File: src/rtl/serial_frame_tx.sv
// -----------------------------------------------------------------------------
// serial_frame_tx
//   Parallel-to-serial frame transmitter for an idle-high single-bit link.
//   Each frame is a start bit (0), DATA_W data bits LSB first, an optional
//   even-parity bit and a stop bit (1). Every bit is held for CLKS_PER_BIT
//   clocks. One word is taken per valid/ready handshake.
//
// Parameters
//   DATA_W       payload width in bits (>= 1)
//   CLKS_PER_BIT clock cycles each serial bit is held (>= 1)
//   PARITY_EN    0 = no parity bit, 1 = even-parity bit after the MSB
//
// Ports
//   clk       system clock, all state changes on the rising edge
//   Reset_n   asynchronous active-low reset
//   tx_valid  tx_data holds a word to send
//   tx_data   word to transmit
//   tx_ready  block can accept a word this cycle
//   tx_out    serial line, registered, idle high
//   busy      frame in progress
//   done      one-cycle pulse in the final cycle of the stop bit
// -----------------------------------------------------------------------------
module serial_frame_tx #(
   parameter int DATA_W       = 8,
   parameter int CLKS_PER_BIT = 4,
   parameter int PARITY_EN    = 0
) (
   input  logic              clk,
   input  logic              Reset_n,
   input  logic              tx_valid,
   input  logic [DATA_W-1:0] tx_data,
   output logic              tx_ready,
   output logic              tx_out,
   output logic              busy,
   output logic              done
);

   // A one-bit counter is kept even when it can only ever hold zero.
   localparam int CNT_W = (CLKS_PER_BIT > 1) ? $clog2(CLKS_PER_BIT) : 1;
   localparam int IDX_W = (DATA_W > 1) ? $clog2(DATA_W) : 1;
   localparam logic [CNT_W-1:0] BAUD_LAST = CNT_W'(CLKS_PER_BIT - 1);
   localparam logic [IDX_W-1:0] IDX_LAST  = IDX_W'(DATA_W - 1);

   typedef enum logic [2:0] {
      IDLE,
      START,
      DATA,
      PARITY,
      STOP
   } state_t;

   state_t            state;
   state_t            state_next;
   logic [CNT_W-1:0]  baud_cnt;
   logic [IDX_W-1:0]  bit_idx;
   logic [DATA_W-1:0] shift_reg;
   logic [DATA_W-1:0] shift_next;
   logic              parity_bit;
   logic              tx_out_next;
   logic              bit_end;
   logic              accept;

   assign bit_end = (baud_cnt == BAUD_LAST);
   assign accept  = tx_valid && tx_ready;

   // -------------------------------------------------------------------------
   // State register
   // -------------------------------------------------------------------------
   // NOTE: sequential blocks use non-blocking assignments only, so every flop
   // samples the values from before the edge regardless of statement order.
   always_ff @(posedge clk or negedge Reset_n) begin
      if (!Reset_n) begin
         state <= IDLE;
      end else begin
         state <= state_next;
      end
   end

   // -------------------------------------------------------------------------
   // Next-state logic
   // -------------------------------------------------------------------------
   // NOTE: every signal assigned in a combinational block gets a default at the
   // top, so no path leaves it unassigned and no latch is inferred.
   always_comb begin
      state_next = state;
      case (state)
         IDLE:    if (accept)  state_next = START;
         START:   if (bit_end) state_next = DATA;
         DATA: begin
            if (bit_end && (bit_idx == IDX_LAST)) begin
               state_next = (PARITY_EN != 0) ? PARITY : STOP;
            end
         end
         PARITY:  if (bit_end) state_next = STOP;
         STOP:    if (bit_end) state_next = IDLE;
         default: state_next = IDLE;
      endcase
   end

   // -------------------------------------------------------------------------
   // Output logic
   // -------------------------------------------------------------------------
   // tx_out_next is the line level for the coming cycle; it is derived from
   // the next state and next shift contents so the line flop changes on the
   // same edge as the state it belongs to.
   always_comb begin
      tx_ready    = (state == IDLE);
      busy        = (state != IDLE);
      done        = (state == STOP) && bit_end;

      shift_next  = shift_reg;
      if (accept) begin
         shift_next = tx_data;
      end else if ((state == DATA) && bit_end) begin
         shift_next = shift_reg >> 1;
      end

      tx_out_next = 1'b1;
      case (state_next)
         IDLE:    tx_out_next = 1'b1;
         START:   tx_out_next = 1'b0;
         DATA:    tx_out_next = shift_next[0];
         PARITY:  tx_out_next = parity_bit;
         STOP:    tx_out_next = 1'b1;
         default: tx_out_next = 1'b1;
      endcase
   end

   // -------------------------------------------------------------------------
   // Datapath registers: baud counter, bit index, shift register, parity, line
   // -------------------------------------------------------------------------
   // NOTE: all datapath flops are in the async reset; the line flop resets to
   // 1 so an abandoned frame returns the link to idle without waiting a clock.
   always_ff @(posedge clk or negedge Reset_n) begin
      if (!Reset_n) begin
         baud_cnt   <= '0;
         bit_idx    <= '0;
         shift_reg  <= '0;
         parity_bit <= 1'b0;
         tx_out     <= 1'b1;
      end else begin
         if (state == IDLE) begin
            baud_cnt <= '0;
         end else begin
            baud_cnt <= bit_end ? '0 : baud_cnt + 1'b1;
         end

         if (state != DATA) begin
            bit_idx <= '0;
         end else if (bit_end) begin
            bit_idx <= (bit_idx == IDX_LAST) ? '0 : bit_idx + 1'b1;
         end

         if (accept) begin
            parity_bit <= ^tx_data;
         end

         shift_reg <= shift_next;
         tx_out    <= tx_out_next;
      end
   end

endmodule

File: config.mk
export PLATFORM = sky130hd
export DESIGN_NAME = serial_frame_tx
export DESIGN_NICKNAME = d
export VERILOG_FILES = /design/src/rtl/serial_frame_tx.sv
export SDC_FILE = /design/constraint.sdc
export NUM_CORES = 1
export LEC_CHECK = 0
export CAP_MARGIN = 20
export CORE_MARGIN = 1.5
export CORE_UTILIZATION = 35
export DETAILED_ROUTE_END_ITERATION = 7
export HOLD_SLACK_MARGIN = 0.05
export PLACE_DENSITY = 0.63
export SYNTH_ARGS = -nofsm -noshare
export SYNTH_HDL_FRONTEND = slang
export SYNTH_SLANG_ARGS = --single-unit
File: constraint.sdc
create_clock -name clk -period 4.6 [get_ports clk]
set_clock_uncertainty 0.2 [all_clocks]
set_input_delay 1.38 -clock clk [delete_from_list [all_inputs] [get_ports clk]]
set_output_delay 1.38 -clock clk [all_outputs]
set_load 0.005 [all_outputs]
==> summary.txt, run 1 <==
CTS
  • Clock root buffer: clkbuf_4
  • Hold Buf Count CTS: 0
  • Clk slew on worst S/H paths: 0.10 ns
  • CTS Buf Count: 3
  • CTS tree: done
  • Setup bufs post-CTS: 0
  • Resize count post-CTS: 0
  • CTS max path bufs: 2
  • Clk Latency, worst-skew pair: 0.29 ns
  • H-tree levels: 1
  • TritonCTS Sinks: 18

Floorplanning
  • DIE HEIGHT: 54.6 µm
  • Total die area: 2980 µm²
  • Die width: 54.6 µm
  • Core area: 2500 µm²
  • Top Ports: 15
  • Row count: 18
  • Initial Utilization: 37.2%

Logic synthesis
  • Post-Syn Instances: 92
  • Sequential share of the synthesized area: 48.5%
  • Syn avg cell area: 10.1 µm²
  • Ys Warns: 0
  • Seq cells post-synth: 18
  • Syn nets: 106
  • Mapped Area: 931 µm²
  • Unique masters post-synth: 24

Setup path
  • Critical path class: flip-flop to output port
  • Startpoint types: flip-flop
  • Worst stage delay on the critical path: 0.54 ns
  • Crit. End Element: output port
  • Critical path arrival: 1.88 ns
  • Cell Chain, Critical Path: ha_1, inv_1, nor4_1, clkdlybuf4s50_1
  • Family with the most delay on the worst path: buffers and inverters
  • Critical path fanouts, max: 9
  • Crit path buffers/inverters: 2
  • Req. time, crit path: 3.02 ns
  • Critical-path top delay cell: clkdlybuf4s50_1

GRT
  • First-pass GRT wire length: 2700 µm
  • Pin count of the biggest net entering global routing: 19
  • Vias in the first global route: 606
  • Grt ovf: 0
  • Overall global routing resource usage: 13.4%
  • Antenna violations before repair: 0

Cells and area
  • Footprint of the multi-input gates: 429 µm²
  • Layout Cells excl Fill: 135
  • Nets: 120
  • Max FFs per register: 8
  • Register area: 452 µm²
  • Layout cells sized above 1: 6.67%
  • Post-Layout Inst Area: 1100 µm²
  • Fill count: 239
  • Diode count: 0
  • Area grow syn2layout: 18.5%

Route
  • Final ANT Viol Nets: 0
  • DRT Wirelength: 1610 µm
  • # DRC: 0
  • Vias/cell: 4.90
  • Avg WL per Cell: 11.9 µm
  • Iter 0 DRT Violations: 9
  • DR vias: 662
  • DR pass1 iterations: 4

Power
  • Sequential Power Share: 47.9%
  • PD cells: 515 nW/µm²
  • Combinational power share: 37.8%
  • Leakage: 0.447 nW
  • Clock power share: 14.3%
  • Pint: 0.368 mW
  • Net Sw Power: 0.201 mW
  • Switching Share: 35.3%
  • Worst vdd ir: 0.000223 V

Place
  • Placed insts: 131
  • Input/output buffers: 14
  • RePlAce Congestion: 0.714
  • Dpl hpwl: 1250 µm
  • Dpl cell area: 1080 µm²

STA
  • Max Freq: 289 MHz
  • Fin crit share: 75.2%
  • Setup TNS: 0 ns
  • Worst rel slew slack: 41.3%
  • Minimum clock period after layout: 3.46 ns
  • Slew at the pin closest to its max-slew limit: 0.878 ns
  • RSZ-0062 raised after global routing: no
  • Final setup fails: 0
  • Fin. Hold Viols: 0
  • Pins Over Slew Limit: 0

Status
  • Status: finished clean

Run
  • Max cap viols: 0

Min path
  • Worst hold path class: flip-flop to flip-flop
area by class of cell:
cell class	count	share of cell area (%)
Sequential cell	18	40.9
Multi-Input combinational cell	64	38.9
Timing Repair Buffer	14	12.7
Tap cell	30	3.40
Clock buffer	4	2.38
Inverter	5	1.70
power by group through the flow:
stage / combinational (mW) / sequential (mW) / clock, mW
global route: 0.250 / 0.283 / 0.0915
CTS: 0.218 / 0.273 / 0.0844
detailed placement: 0.219 / 0.276 / 0
global placement: 0.212 / 0.275 / 0
floorplan: 0.174 / 0.249 / 0
finish: 0.215 / 0.272 / 0.0811
logic make-up after synthesis:
logic type | after synthesis | synth area share [%]
simple gates | 29 | 16.0
flops | 18 | 48.5
compound gates | 16 | 9.81
buf+inv | 10 | 5.38
mux | 9 | 9.68
xor+xnor | 7 | 6.59
fa+ha+maj | 3 | 4.03
through the flow:
stage / utilization (%) / hold WS (ns) / setup slack, ns / power, mW
3_5_place_dp: 43.1 / 0.235 / 1.40 / 0.494
4_1_cts: 44.1 / 0.249 / 1.10 / 0.576
6_report: 44.1 / 0.246 / 1.14 / 0.569
5_1_grt: 44.1 / 0.274 / 0.958 / 0.624
2_1_floorplan: - / 0.215 / 2.08 / 0.423
3_3_place_gp: 43.1 / 0.225 / 1.47 / 0.488
path summary, 6_finish.rpt:
kind	slack [ns]	cells after the start	endpoint	start
max	1.14	4	done	baud_cnt[0]
min in group asynchronous	1.34	1	state[2]	Reset_n
max reg2reg	2.67	4	shift_reg[0]	baud_cnt[0]
min	0.25	1	baud_cnt[0]	baud_cnt[0]
max in group asynchronous	2.37	1	state[0]	Reset_n
min reg2reg	0.25	1	baud_cnt[0]	baud_cnt[0]
cell usage in the layout (no fill, tap or decap), types with 2 or more instances in the layout:
cell	netlist	layout
xnor2_1	7	7
ha_1	3	3
dfrtp_1	17	17
clkbuf_4	0	3
nand2_1	11	11
clkdlybuf4s50_1	0	14
mux2i_1	9	9
a21oi_1	3	3
nor2b_1	2	2
nor3_1	3	3
nor2_1	6	6
inv_1	5	5
o21ai_0	10	10
metal layers:
metal / GRT usage (%) / wire length (µm) / vias to the layer above / share of wire, %
met2: 20.7 / 789 / 6 / 49
li1: - / - / 339 / -
met3: 4.92 / 41 / 4 / 2.6
met5: 0 / 0 / - / 0
met1: 16.7 / 743 / 313 / 46
met4: 6.25 / 31 / 0 / 1.9
cells in the mapped netlist, drive strengths merged:
| cell type | number | area, µm² |
|---|---|---|
| mux2i | 9 | 90.1 |
| and3 | 1 | 6.26 |
| a31oi | 1 | 6.26 |
| o41ai | 1 | 8.76 |
| nor3 | 3 | 15.0 |
| dfstp | 1 | 26.3 |
| nor4b | 1 | 15.0 |
| nor3b | 1 | 7.51 |
| o21ai | 10 | 50.1 |
| buf | 5 | 31.3 |
| dfrtp | 17 | 425 |
| nor2 | 7 | 28.8 |
| nor2b | 2 | 12.5 |
| nand2 | 11 | 41.3 |
| nor4 | 1 | 6.26 |
| and3b | 1 | 8.76 |
| a21oi | 3 | 15.0 |
| o221a | 1 | 11.3 |
| ha | 3 | 37.5 |
| nand3b | 1 | 7.51 |
| inv | 5 | 18.8 |
| xnor2 | 7 | 61.3 |
No activity file was read; power rests on OpenSTA's default activity.
==> run 2, diff against run 1 <==
PLACE_DENSITY = 0.65   (was 0.63)
clock period = 3 ns   (was 4.6 ns; I/O delays follow)
==> summary.txt, run 2 (synthesis gave the netlist of run 1 again) <==
Status
  • Status: finished clean (unchanged)

Cells and area
  • Area grow syn2layout: 21.5% (was 18.5%)
  • Max FFs per register: 8 (unchanged)
  • Layout cells sized above 1: 10.3% (was 6.67%)
  • Nets: 122 (was 120)
  • Diode count: 0 (unchanged)
  • Layout Cells excl Fill: 137 (was 135)
  • Most frequent cells in the layout: dfrtp_1, clkdlybuf4s50_1, nand2_1, o21ai_0, mux2i_1 (unchanged)
  • Most common cell after layout, fill and taps aside: dfrtp_1 (unchanged)

GRT
  • Overall global routing resource usage: 13.9% (was 13.4%)
  • Pin count of the biggest net entering global routing: 19 (unchanged)
  • First-pass GRT wire length: 2840 µm (was 2700 µm)
  • Grt ovf: 0 (unchanged)
  • Antenna violations before repair: 0 (unchanged)
  • Vias in the first global route: 636 (was 606)

Setup path
  • Crit. End Element: output port (unchanged)
  • Startpoint types: flip-flop (unchanged)
  • Worst stage delay on the critical path: 0.58 ns (was 0.54 ns)
  • Req. time, crit path: 1.90 ns (was 3.02 ns)
  • Critical-path top delay cell: clkdlybuf4s50_1 (unchanged)
  • Crit path buffers/inverters: 1 (was 2)
  • Critical path arrival: 1.77 ns (was 1.88 ns)
  • Reg-to-reg setup timing slack: 1.14 ns (was 2.67 ns)
  • Crit. path cell count: 2 (was 4)
  • Worst R2R Start: bit_idx[0] (was baud_cnt[0])
  • Family with the most delay on the worst path: buffers and inverters (unchanged)
  • Critical path class: flip-flop to output port (unchanged)
  • Reg2reg path depth: 6 (was 4)
  • Crit path from: state[0] (was baud_cnt[0])
  • Critical path fanouts, max: 9 (unchanged)
  • Cell Chain, Critical Path: nor3_1, clkdlybuf4s50_1 (was ha_1, inv_1, nor4_1, clkdlybuf4s50_1)

Route
  • Iter 0 DRT Violations: 9 (unchanged)
  • Vias/cell: 4.88 (was 4.90)
  • DRT Wirelength: 1700 µm (was 1610 µm)
  • Final ANT Viol Nets: 0 (unchanged)
  • # DRC: 0 (unchanged)
  • DR pass1 iterations: 3 (was 4)
  • DR vias: 669 (was 662)
  • Avg WL per Cell: 12.4 µm (was 11.9 µm)

Floorplanning
  • DIE HEIGHT: 54.6 µm (unchanged)
  • Core area: 2500 µm² (unchanged)
  • Top Ports: 15 (unchanged)
  • Total die area: 2980 µm² (unchanged)
  • Row count: 18 (unchanged)
  • Die width: 54.6 µm (unchanged)
  • Initial Utilization: 37.2% (unchanged)

Place
  • Input/output buffers: 14 (unchanged)
  • RePlAce Congestion: 0.875 (was 0.714)
  • Placed insts: 133 (was 131)
  • Dpl hpwl: 1310 µm (was 1250 µm)
  • Pre-CTS WS: 0.373 ns (was 1.40 ns)

Power
  • PD cells: 808 nW/µm² (was 515 nW/µm²)
  • Leakage: 0.461 nW (was 0.447 nW)
  • Worst vdd ir: 0.000342 V (was 0.000223 V)

Min path
  • Worst hold path class: flip-flop to flip-flop (unchanged)
  • Hold depth: 1 (unchanged)
  • Min-delay src: baud_cnt[0] (unchanged)

Run
  • Max cap viols: 0 (unchanged)

STA
  • Final setup fails: 0 (unchanged)
  • Worst rel slew slack: 70.7% (was 41.3%)
  • RSZ-0062 raised after global routing: no (unchanged)
  • Fin. Hold Viols: 0 (unchanged)
  • Setup TNS: 0 ns (unchanged)
  • Pins Over Slew Limit: 0 (unchanged)
  • Fin crit share: 95.5%
  • Min setup slack post-route: 0.135 ns (was 1.14 ns)
  • Slew at the pin closest to its max-slew limit: 0.440 ns (was 0.878 ns)
  • Minimum clock period after layout: 2.87 ns
  • Max Freq: 349 MHz

CTS
  • Clock root buffer: clkbuf_4 (unchanged)
  • Hold Buf Count CTS: 0 (unchanged)
  • CTS Buf Count: 3 (unchanged)
  • Clk Latency, worst-skew pair: 0.30 ns (was 0.29 ns)
  • TritonCTS Sinks: 18 (unchanged)
  • Setup bufs post-CTS: 0 (unchanged)
  • Clk slew on worst S/H paths: 0.11 ns (was 0.10 ns)
  • H-tree levels: 1 (unchanged)
  • CTS tree: done (unchanged)
  • CTS max path bufs: 2 (unchanged)
[run 2: cell count changes in the layout (fill, tap and decap cells not counted)]
cell	delta
buf_4	+2
clkbuf_1	-1
clkbuf_8	+1
ha_1	-1
ha_2	+1
[run 2: cell type report]
| class | instances | area, µm² |
|---|---|---|
| Tap cell | 30 | 37.5 |
| Multi-Input combinational cell | 64 | 432 |
| Timing Repair Buffer | 16 | 155 |
| Inverter | 5 | 18.8 |
| Fill cell | 235 | 1370 |
| Sequential cell | 18 | 452 |
| Clock buffer | 4 | 36.3 |
[run 2: stage by stage]
stage	power, mW	hold slack (ns)	utilization (%)	area (µm²)
CTS	0.924	0.254	45.1	1130
finish	0.914	0.257	45.2	1130
global route	0.987	0.305	45.2	1130
global placement	0.753	0.222	43.7	1090
detailed placement	0.770	0.238	43.7	1090
floorplan	0.649	0.215	-	931
[run 2: power breakdown]
part	total, mW	internal (mW)	switching [mW]	leakage (nW)
logic	0.344	0.178	0.166	0.215
registers	0.418	0.343	0.0754	0.225
clock network	0.152	0.0740	0.0780	0.0210
total	0.914	0.595	0.319	0.461
[run 2: routing by layer]
metal	global-route usage, %	up-vias	wire (µm)
met1	16.6	315	779
met3	1.64	4	15
li1	-	345	-
met2	22.9	5	863
met4	10.0	0	42
met5	0	-	0
[run 2: path summary, 6_finish.rpt]
kind | end
min in group asynchronous | bit_idx[0]
worst min-delay path | baud_cnt[0]
max in group asynchronous | tx_out
worst max register to register | tx_out
worst min register to register | baud_cnt[0]
worst max-delay path | tx_ready
[run 2: repair_timing]
action / 4_1_cts / 5_1_grt
hold endpoints to repair: 0 / 0
gates resized for setup: 0 / 1
endpoints found under the setup margin: 0 / 1
